## src/rtl/counter_cmd_pkg.sv

```systemverilog
// Shared constants for the command sequencer that drives a downstream 4-bit counter.
// Holds the opcode encoding, the IDLE/RUN state encoding and the datapath width.
package counter_cmd_pkg;

   localparam int W      = 4;
   localparam int STRB_W = 6;

   localparam logic [2:0] OP_NOP  = 3'b000;
   localparam logic [2:0] OP_LOAD = 3'b001;
   localparam logic [2:0] OP_INC  = 3'b010;
   localparam logic [2:0] OP_DEC  = 3'b011;
   localparam logic [2:0] OP_SHL  = 3'b100;
   localparam logic [2:0] OP_SHR  = 3'b101;
   localparam logic [2:0] OP_CLR  = 3'b110;
   localparam logic [2:0] OP_RSV  = 3'b111;

   typedef enum logic {
      ST_IDLE = 1'b0,
      ST_RUN  = 1'b1
   } state_e;

endpackage

```

## src/rtl/counter_cmd_decode.sv

```systemverilog
// Opcode decoder: one-hot strobe vector ordered {R,L,INC,DEC,SHL,SHR}, plus the reserved flag.
// NOP and the reserved opcode produce no strobe.
module counter_cmd_decode
   import counter_cmd_pkg::*;
(
   input  logic [2:0]        i_op,
   output logic [STRB_W-1:0] o_strb,
   output logic              o_rsv
);

   always_comb begin
      o_strb = '0;
      o_rsv  = 1'b0;
      case (i_op)
         OP_CLR:  o_strb = 6'b100000;
         OP_LOAD: o_strb = 6'b010000;
         OP_INC:  o_strb = 6'b001000;
         OP_DEC:  o_strb = 6'b000100;
         OP_SHL:  o_strb = 6'b000010;
         OP_SHR:  o_strb = 6'b000001;
         OP_RSV:  o_rsv  = 1'b1;
         default: o_strb = '0;
      endcase
   end

endmodule

```

## src/rtl/counter_cmd_sequencer.sv

```systemverilog
// Command sequencer: accepts {op, data, repeat} commands and replays the matching
// counter strobe REP+1 times on registered outputs, with back-to-back chaining and abort.
//
//   state | meaning
//   ------+-----------------------------------------------------------
//   IDLE  | no command active; strobes, D, DONE and ERR are low
//   RUN   | replaying latched op; r_rem counts strobes still to follow
module counter_cmd_sequencer
   import counter_cmd_pkg::*;
(
   input  logic         C,
   input  logic         RN,
   input  logic         CMD_VALID,
   input  logic [2:0]   CMD_OP,
   input  logic [W-1:0] CMD_D,
   input  logic [W-1:0] CMD_REP,
   input  logic         ABORT,
   output logic         CMD_READY,
   output logic [W-1:0] D,
   output logic         R,
   output logic         L,
   output logic         INC,
   output logic         DEC,
   output logic         SHL,
   output logic         SHR,
   output logic         DONE,
   output logic         ERR
);

   state_e              r_state;
   logic [W-1:0]        r_rem;
   logic [2:0]          r_op;
   logic [W-1:0]        r_d_lat;
   logic [W-1:0]        r_d_out;
   logic [STRB_W-1:0]   r_strb;
   logic                r_done;
   logic                r_err;

   state_e              w_state_nxt;
   logic [W-1:0]        w_rem_nxt;
   logic [2:0]          w_op_nxt;
   logic [W-1:0]        w_d_nxt;
   logic [STRB_W-1:0]   w_dec_strb;
   logic                w_dec_rsv;
   logic                w_accept;
   logic                w_run_nxt;
   logic [STRB_W-1:0]   w_strb_nxt;
   logic [W-1:0]        w_dout_nxt;
   logic                w_done_nxt;
   logic                w_err_nxt;

   assign CMD_READY = ((r_state == ST_IDLE) || ((r_state == ST_RUN) && (r_rem == '0)))
                      && !ABORT && RN;
   assign w_accept  = CMD_VALID && CMD_READY;

   // Decode the op that will be active next cycle so the strobes come straight from flops.
   counter_cmd_decode u_decode (
      .i_op   (w_op_nxt),
      .o_strb (w_dec_strb),
      .o_rsv  (w_dec_rsv)
   );

   always_ff @(posedge C or negedge RN) begin
      if (!RN) begin
         r_state <= ST_IDLE;
         r_rem   <= '0;
         r_op    <= OP_NOP;
         r_d_lat <= '0;
         r_d_out <= '0;
         r_strb  <= '0;
         r_done  <= 1'b0;
         r_err   <= 1'b0;
      end else begin
         r_state <= w_state_nxt;
         r_rem   <= w_rem_nxt;
         r_op    <= w_op_nxt;
         r_d_lat <= w_d_nxt;
         r_d_out <= w_dout_nxt;
         r_strb  <= w_strb_nxt;
         r_done  <= w_done_nxt;
         r_err   <= w_err_nxt;
      end
   end

   always_comb begin
      w_state_nxt = r_state;
      w_rem_nxt   = r_rem;
      w_op_nxt    = r_op;
      w_d_nxt     = r_d_lat;
      if (ABORT) begin
         w_state_nxt = ST_IDLE;
         w_rem_nxt   = '0;
         w_op_nxt    = OP_NOP;
         w_d_nxt     = '0;
      end else if (w_accept) begin
         w_state_nxt = ST_RUN;
         w_rem_nxt   = CMD_REP;
         w_op_nxt    = CMD_OP;
         w_d_nxt     = CMD_D;
      end else if (r_state == ST_RUN) begin
         if (r_rem != '0) begin
            w_rem_nxt = r_rem - W'(1);
         end else begin
            w_state_nxt = ST_IDLE;
            w_op_nxt    = OP_NOP;
            w_d_nxt     = '0;
         end
      end
   end

   always_comb begin
      w_run_nxt  = (w_state_nxt == ST_RUN);
      w_strb_nxt = w_run_nxt ? w_dec_strb : '0;
      w_dout_nxt = w_run_nxt ? w_d_nxt : '0;
      w_done_nxt = w_run_nxt && (w_rem_nxt == '0);
      w_err_nxt  = w_accept && w_dec_rsv;
   end

   assign {R, L, INC, DEC, SHL, SHR} = r_strb;
   assign D    = r_d_out;
   assign DONE = r_done;
   assign ERR  = r_err;

endmodule

```

## config.mk

```make
export PLATFORM = sky130hd
export DESIGN_NAME = counter_cmd_sequencer
export DESIGN_NICKNAME = d
export VERILOG_FILES = /design/src/rtl/counter_cmd_pkg.sv /design/src/rtl/counter_cmd_decode.sv /design/src/rtl/counter_cmd_sequencer.sv
export SDC_FILE = /design/constraint.sdc
export NUM_CORES = 1
export LEC_CHECK = 0
export CORE_MARGIN = 4
export CORE_UTILIZATION = 40
export DETAILED_ROUTE_END_ITERATION = 8
export MAX_ROUTING_LAYER = met4
export PLACE_DENSITY_LB_ADDON = 0.05
export RECOVER_POWER = 25
export SYNTH_ARGS = -nofsm -noshare
export SYNTH_HDL_FRONTEND = slang
export SYNTH_SLANG_ARGS = --single-unit
```

## constraint.sdc

```tcl
create_clock -name C -period 3.7 [get_ports C]
set_input_delay 0.37 -clock C [delete_from_list [all_inputs] [get_ports C]]
set_output_delay 0.37 -clock C [all_outputs]
set_load 0.005 [all_outputs]
```

==> After elaboration in Yosys (flattened, before gate mapping) <==
Cells that the tools add are included.
{ "totals": {"reg_bits": 24, "in_bits": 15} }
{ "classes": {"add_sub_neg": 1, "n_eq_ne": 7, "muxes": 20, "bitwise_logic": 1, "reduce_logical": 11} }
{ "op_table": {"columns": ["cell", "count"], "rows": [
  ["4-bit 2-to-1 mux", 9],
  ["6-bit one-hot mux with 6 select lines", 1],
  ["3-bit == test (second input constant)", 4],
  ["3-bit 2-to-1 mux", 4],
  ["4-bit zero test", 2],
  ["3-bit by 2-bit == test with 1-bit output (second input constant)", 2],
  ["1-bit logical AND", 6],
  ["6-bit 2-to-1 mux", 1],
  ["1-bit 2-to-1 mux", 5],
  ["4-bit nonzero test", 1],
  ["4-bit by 1-bit subtractor with 4-bit output (second input constant)", 1],
  ["3-bit by 1-bit == test with 1-bit output (second input constant)", 1],
  ["1-bit zero test", 1],
  ["1-bit logical OR", 1],
  ["1-bit inverter", 1]
]} }

==> Longest topological paths before layout <==
Gate-level depths: netlist (run 1).
{ "depth": {"ltp_word": 11, "mapped_depth": 7, "depth_no_buf": 6} }

==> Cells and area by module <==
A second synthesis (run 1) with hierarchy kept.
{ "unflattened": {"hier_cells": 113, "hier_area_um2": 1216.2} }
{ "by_module_without_submodules": {"columns": ["module", "n_inst", "cells_per_inst", "area_per_inst_um2"], "rows": [
  ["counter_cmd_sequencer", 1, 104, 1124.8],
  ["counter_cmd_decode", 1, 9, 91.3]
]} }

==> Worst setup path after synthesis (run 1) <==
OpenSTA, ideal clock, no wires.
{ "synth_path": {"path_type": "register to output", "start": "register r_rem[0]", "end": "output port CMD_READY", "t_arrival_ns": 1.461, "required_time_ns": 3.330, "slack_ns": 1.869, "stages_incl_launch_ff": 7, "n_path_buf": 1, "cell_sequence": "dfrtp_1 -> inv_1 -> ha_1 -> or3b_1 -> buf_6 -> nand2_1 -> and3_1"} }
{ "synth_via": {"elab_chain_len": 5} }
{ "synth_rtl": {"columns": ["element", "line_no", "rtl"], "rows": [
  ["start: declaration", "counter_cmd_sequencer.sv:31", "logic [W-1:0] r_rem;"],
  ["start signal: assignment", "counter_cmd_sequencer.sv:75", "r_rem <= w_rem_nxt;"],
  ["4-bit zero test", "counter_cmd_sequencer.sv:52", "assign CMD_READY = ((r_state == ST_IDLE) || ((r_state == ST_RUN) && (r_rem == '0)))"],
  ["1-bit logical AND", "counter_cmd_sequencer.sv:52", null],
  ["1-bit logical OR", "counter_cmd_sequencer.sv:52", null],
  ["1-bit logical AND (2 in a row)", "counter_cmd_sequencer.sv:53", "&& !ABORT && RN;"],
  ["end: declaration", "counter_cmd_sequencer.sv:18", "output logic CMD_READY,"]
]} }
Every way passes these cells.

==> Final worst setup path (run 1) <==
Same ends and word-level chain as after synthesis.

==> results_dict.tcl, run 1 <==
set metrics [dict create \
    status "finished, final reports clean" \
    num_rows 19 \
    fin_crit_sh_pct 77.0 \
    crit_buf_inv 2 \
    totalWireLength_um 2540 \
    synth.area.top_cells "dfrtp_1, a21oi_1, nand3_1, nand2_1, a211oi_1" \
    clk_latency_ns 0.31 \
    powerDensity_nw_per_um2 369 \
    seq_area_frac_synth_pct 49.3 \
    start_util_pct 43.1 \
    yosys_warnings 0 \
    dpl_worst_slack_ns 1.12 \
    synthTopCellsByCount "dfrtp_1, a21oi_1, nand3_1" \
    rsz0062_at_grt "no" \
    diodes 0 \
    ys_types 37 \
    multi_input_comb_area_sq_um 563 \
    vias 975 \
    async_flop_share_pct 100 \
    worst_slew_pin_slew_ns 0.696 \
    cts_root_buf "clkbuf_4" \
    synth_top_cell_by_area "dfrtp_1" \
    post-cts-setup-buffers 0 \
    syn2layout_area_growth_pct 27.3 \
    ioPinCount 28 \
    grt_pass1_wl_um 4360 \
    max_stage_delay_ns 0.54 \
    fmax_mhz 351 \
    clock-sinks 24 \
    fillCellCount 274 \
    clk_path_buf_depth 2 \
    ctsHtreeMaxLevel 1 \
    final_nets 166 \
    vias_per_cell 5.42 \
    synth.most_common_cell "dfrtp_1" \
    dr.pass1.iters 4 \
    die-area_sq_um 3990 \
    drive_above_1_share_pct 10.7 \
    critPathArrivalTime_ns 2.48 \
    drv_slew 0 \
    route.top_layer_used "met4" \
    p_leak_uw 0.000627 \
    ys_ff_latch 24 \
    stdcell_area_sq_um 1550 \
    postCtsHoldBufs 0 \
    cts_made_buffers 3 \
    end_kind "primary output" \
    skew_ns 0.00803 \
    syn-instance-count 122 \
    finalSetupViolations 0 \
    die_y_um 63.2 \
    avgSynthCellArea_sq_um 9.99 \
    postLayoutCoreUtil_pct 54.8 \
    drt-initial-drc-count 32 \
    tns_ns 0 \
    drc 0 \
    groute.usage.overall_pct 13.9 \
    grt_pass1_vias 962 \
    fin_crit_ns 2.85 \
    ir_drop_mv 0.314 \
    met3_length_um 138 \
    crit_fanout 8 \
    synthFlopType "dfrtp_1" \
    clk_pin_slew_ns 0.13 \
    worstHoldPathType "input port to asynchronous set/reset pin" \
    post_cts_resized 0 \
    dpl.hpwl_um 1870 \
    yosys.area.top_type_share_pct 49.3 \
    finalPower_uw 573 \
    critical_path_class "flip-flop to primary output" \
    required_ns 3.33 \
    grt-ovfl-total 0 \
    core_area_sq_um 2830 \
    slowest_stage "or3b_1" \
    place.gp.congestion 0.790 \
    cts_tree "built" \
    grt_max_degree 20 \
    grt_antenna_before_repair 0 \
    post_drt_wl_per_cell_um 14.1 \
    wl_met2_um 1170 \
    cp_top_family "simple AND/OR/NAND/NOR gates" \
    met1_length_um 1210 \
    portBuffers 27 \
    maxSlewHeadroom_pct 53.6 \
    synth_edf_count 0 \
    seqCellArea_sq_um 601 \
    hold_viol_final 0 \
    cap_violations 0 \
    place_area_sq_um 1500 \
    die_width_um 63.2 \
    synth_fp_nets 138 \
    path_cells "inv_1 -> ha_1 -> or3b_1 -> nand2_1 -> and3_1 -> clkdlybuf4s50_1" \
    final_antenna_net_count 0 \
    startpoint_type "flip-flop" \
    fin_ws_ns 0.850 \
    netlist_area_sq_um 1220 \
]
worst paths after layout:
| check | from | endpoint | slack, ns | cells after the start |
|---|---|---|---|---|
| setup / recovery | r_rem[0] | CMD_READY | 0.85 | 6 |
| hold / removal | RN | r_op[0] | 0.51 | 1 |
| setup reg to reg | r_rem[0] | r_strb[5] | 1.71 | 6 |
| hold reg to reg | r_rem[0] | r_rem[0] | 0.55 | 1 |
| max in group asynchronous | RN | r_rem[3] | 2.17 | 2 |
| min in group C | r_rem[0] | r_rem[0] | 0.55 | 1 |
worst register-to-register path: cells and delay by family (launching register included):
kind	cells	cell delay, ns
and+or+nand+nor	2	0.33
muxes	1	0.41
DFF	1	0.42
AOI/OAI and AO/OA	1	0.45
adders and majority gates	1	0.25
buffers and inverters	1	0.06
power by group:
part | switching, uW | total, uW | internal (uW)
clock | 77.3 | 187 | 110
sequential | 11.7 | 284 | 273
combinational | 54.9 | 102 | 46.8
total | 144 | 573 | 429
area by class of cell:
type,count,area share (%)
flip-flops and latches,24,38.7
repair buffers,29,18.1
multi-input cells,88,36.3
clock inverters,1,1.94
well taps,31,2.50
inverters,4,0.968
clock buffers,3,1.45
placed cells by master, fill, tap and decap left out, types with 2 or more instances in the layout:
master            n
a211oi_1          4
a21oi_1          15
and3_1            3
clkbuf_4          3
clkdlybuf4s50_1  26
dfrtp_1          24
inv_1             4
mux2_2            2
mux2i_1           2
nand2_1          10
nand2b_1          2
nand3_1          13
nand3b_1          3
nor2_1            6
nor2b_1           2
nor3_1            5
o21a_1            2
per-layer routing:
layer	global-route usage (%)	vias up
met4	2.43	0
li1	-	496
met1	17.6	454
met2	22.3	23
met3	4.44	2
met5	-	-
metrics by stage:
stage / hold slack (ns) / cells
floorplan: 0.0744 / 122
global placement: 0.514 / 176
detailed placement: 0.527 / 176
CTS: 0.443 / 180
global route: 0.542 / 180
finish: 0.506 / 180
registers in the layout, indices dropped and copies added (netlist names):
name / count
ERR: 1
r_rem: 4
D: 4
r_d_lat: 4
r_strb: 6
DONE: 1
r_op: 3
r_state: 1
logic make-up (layout without fill, tap and decap cells):
group	Yosys count	after routing	share of synthesized area, %
flops	24	24	49.3
compound gates	29	29	16.3
buf+inv	10	37	4.52
mux	4	4	3.49
fa+ha+maj	1	1	1.03
simple gates	54	54	25.4
Power figures use the tool's default switching activity.
==> run 2, diff against run 1 <==
Clock period 3.7 ns to 2.6 ns, I/O delays scaled along.
==> results_dict.tcl, run 2 (same netlist as run 1, synthesis figures left out) <==
set metrics [dict create \
    totalWireLength_um 2650 \
    groute.usage.overall_pct 14.1 \
    vias 1014 \
    required_ns 2.34 \
    skew_ns 0.00532 \
    die_y_um 63.2 \
    cts_made_buffers 3 \
    ioPinCount 28 \
    core_area_sq_um 2830 \
    rsz0062_at_grt "no" \
    portBuffers 27 \
    die-area_sq_um 3990 \
    tns_ns 0 \
    end_kind "primary output" \
    grt-ovfl-total 0 \
    postCtsHoldBufs 0 \
    clock-sinks 24 \
    finalPower_uw 751 \
    die_width_um 63.2 \
    fin_crit_ns 2.47 \
    post_cts_resized 0 \
    clk_path_buf_depth 2 \
    p_leak_uw 0.000626 \
    grt_pass1_vias 931 \
    critical_path_class "flip-flop to primary output" \
    final_cell_mix "clkdlybuf4s50_1, dfrtp_1, a21oi_1, nand3_1, nand2_1" \
    diodes 0 \
    dr.pass1.iters 4 \
    vias_per_cell 5.57 \
    maxSlewHeadroom_pct 61.4 \
    fin_crit_sh_pct 95.1 \
    cts_tree "built" \
    finalSetupViolations 0 \
    clk_pin_slew_ns 0.13 \
    powerDensity_nw_per_um2 484 \
    drc 0 \
    r2r.worst_path.cells 4 \
    crit_fanout 7 \
    post_drt_wl_per_cell_um 14.5 \
    worst_slew_pin_slew_ns 0.579 \
    critPathArrivalTime_ns 2.21 \
    post-cts-setup-buffers 0 \
    cts_root_buf "clkbuf_4" \
    syn2layout_area_growth_pct 27.3 \
    ctsHtreeMaxLevel 1 \
    drt-initial-drc-count 37 \
    ff2ff_setup_slack_ns 0.61 \
    grt_antenna_before_repair 0 \
    fmax_mhz 405 \
    critPathLaunch "r_rem[0]" \
    drive_above_1_share_pct 12.6 \
    clk_latency_ns 0.31 \
    hold_viol_final 0 \
    final_antenna_net_count 0 \
    grt_pass1_wl_um 4420 \
    status "finished, final reports clean" \
    place.gp.congestion 0.852 \
    final_nets 168 \
    r2r_start "r_state" \
    grt_max_degree 19 \
    largest_register_ffs 6 \
    cap_violations 0 \
    worstHoldPathType "input port to asynchronous set/reset pin" \
    start_util_pct 43.1 \
    final_common_cell "clkdlybuf4s50_1" \
    fillCellCount 276 \
    drv_slew 0 \
    ir_drop_mv 0.412 \
    top_register "r_strb" \
    r2r-end "r_strb[0]" \
    dpl.hpwl_um 1930 \
    num_rows 19 \
    startpoint_type "flip-flop" \
]
==> run 2: metal layers <==
metal | GRT usage, % | routed length [um]
met5 | - | 0
met4 | 3.23 | 17
met3 | 4.62 | 195
met2 | 20.7 | 1200
met1 | 19.0 | 1230
==> run 2: area by class of cell <==
cell class	count	area [sq um]	area share, %
multi-input cells	88	568	36.6
flip-flops and latches	24	601	38.7
clock buffers	4	36.3	2.34
inverters	4	15.0	0.968
well taps	31	38.8	2.50
repair buffers	31	293	18.9
==> run 2: how the worst max path moves through the flow <==
stage                     slack (ns)  cells past startpoint         to
after floorplan                 0.88                      6  CMD_READY
after global placement          0.47                      6  CMD_READY
after detailed placement        0.42                      5       DONE
after CTS                       0.07                      6  CMD_READY
after global routing            0.01                      6  CMD_READY
final                           0.13                      6  CMD_READY
==> run 2: per-stage QoR <==
| step | util (%) | hold slack, ns | setup slack, ns | instance area, sq um | cells |
|---|---|---|---|---|---|
| 6_report | 54.8 | 0.314 | 0.128 | 1550 | 182 |
| 5_1_grt | 54.8 | 0.316 | 0.0125 | 1550 | 182 |
| 4_1_cts | 54.9 | 0.231 | 0.0701 | 1550 | 182 |
| 3_5_place_dp | 53.6 | 0.529 | 0.423 | 1520 | 178 |
| 3_3_place_gp | 53.6 | 0.522 | 0.469 | 1520 | 178 |
| 2_1_floorplan | - | -0.0356 | 0.879 | 1220 | 122 |
==> run 2: power breakdown <==
part           switching, uW  leakage, uW  internal, uW
sequential              17.1     0.000329           388
clock                    107    0.0000210          85.5
combinational           82.0     0.000276          72.2
==> run 2: worst max-delay path, stage by stage (launching register included) <==
cell and delay, ns:
dfrtp_1 0.44, inv_1 0.08, ha_2 0.21, or3b_1 0.39, nand2_2 0.12, and3_1 0.16, clkdlybuf4s50_1 0.50
==> run 3, diff against run 2 <==
Settings changed: CTS_CLUSTER_DIAMETER set to 40, TNS_END_PERCENT set to 30.
==> results of run 3 <==
The final DEF is identical to that of run 2; final timing and power are the same.
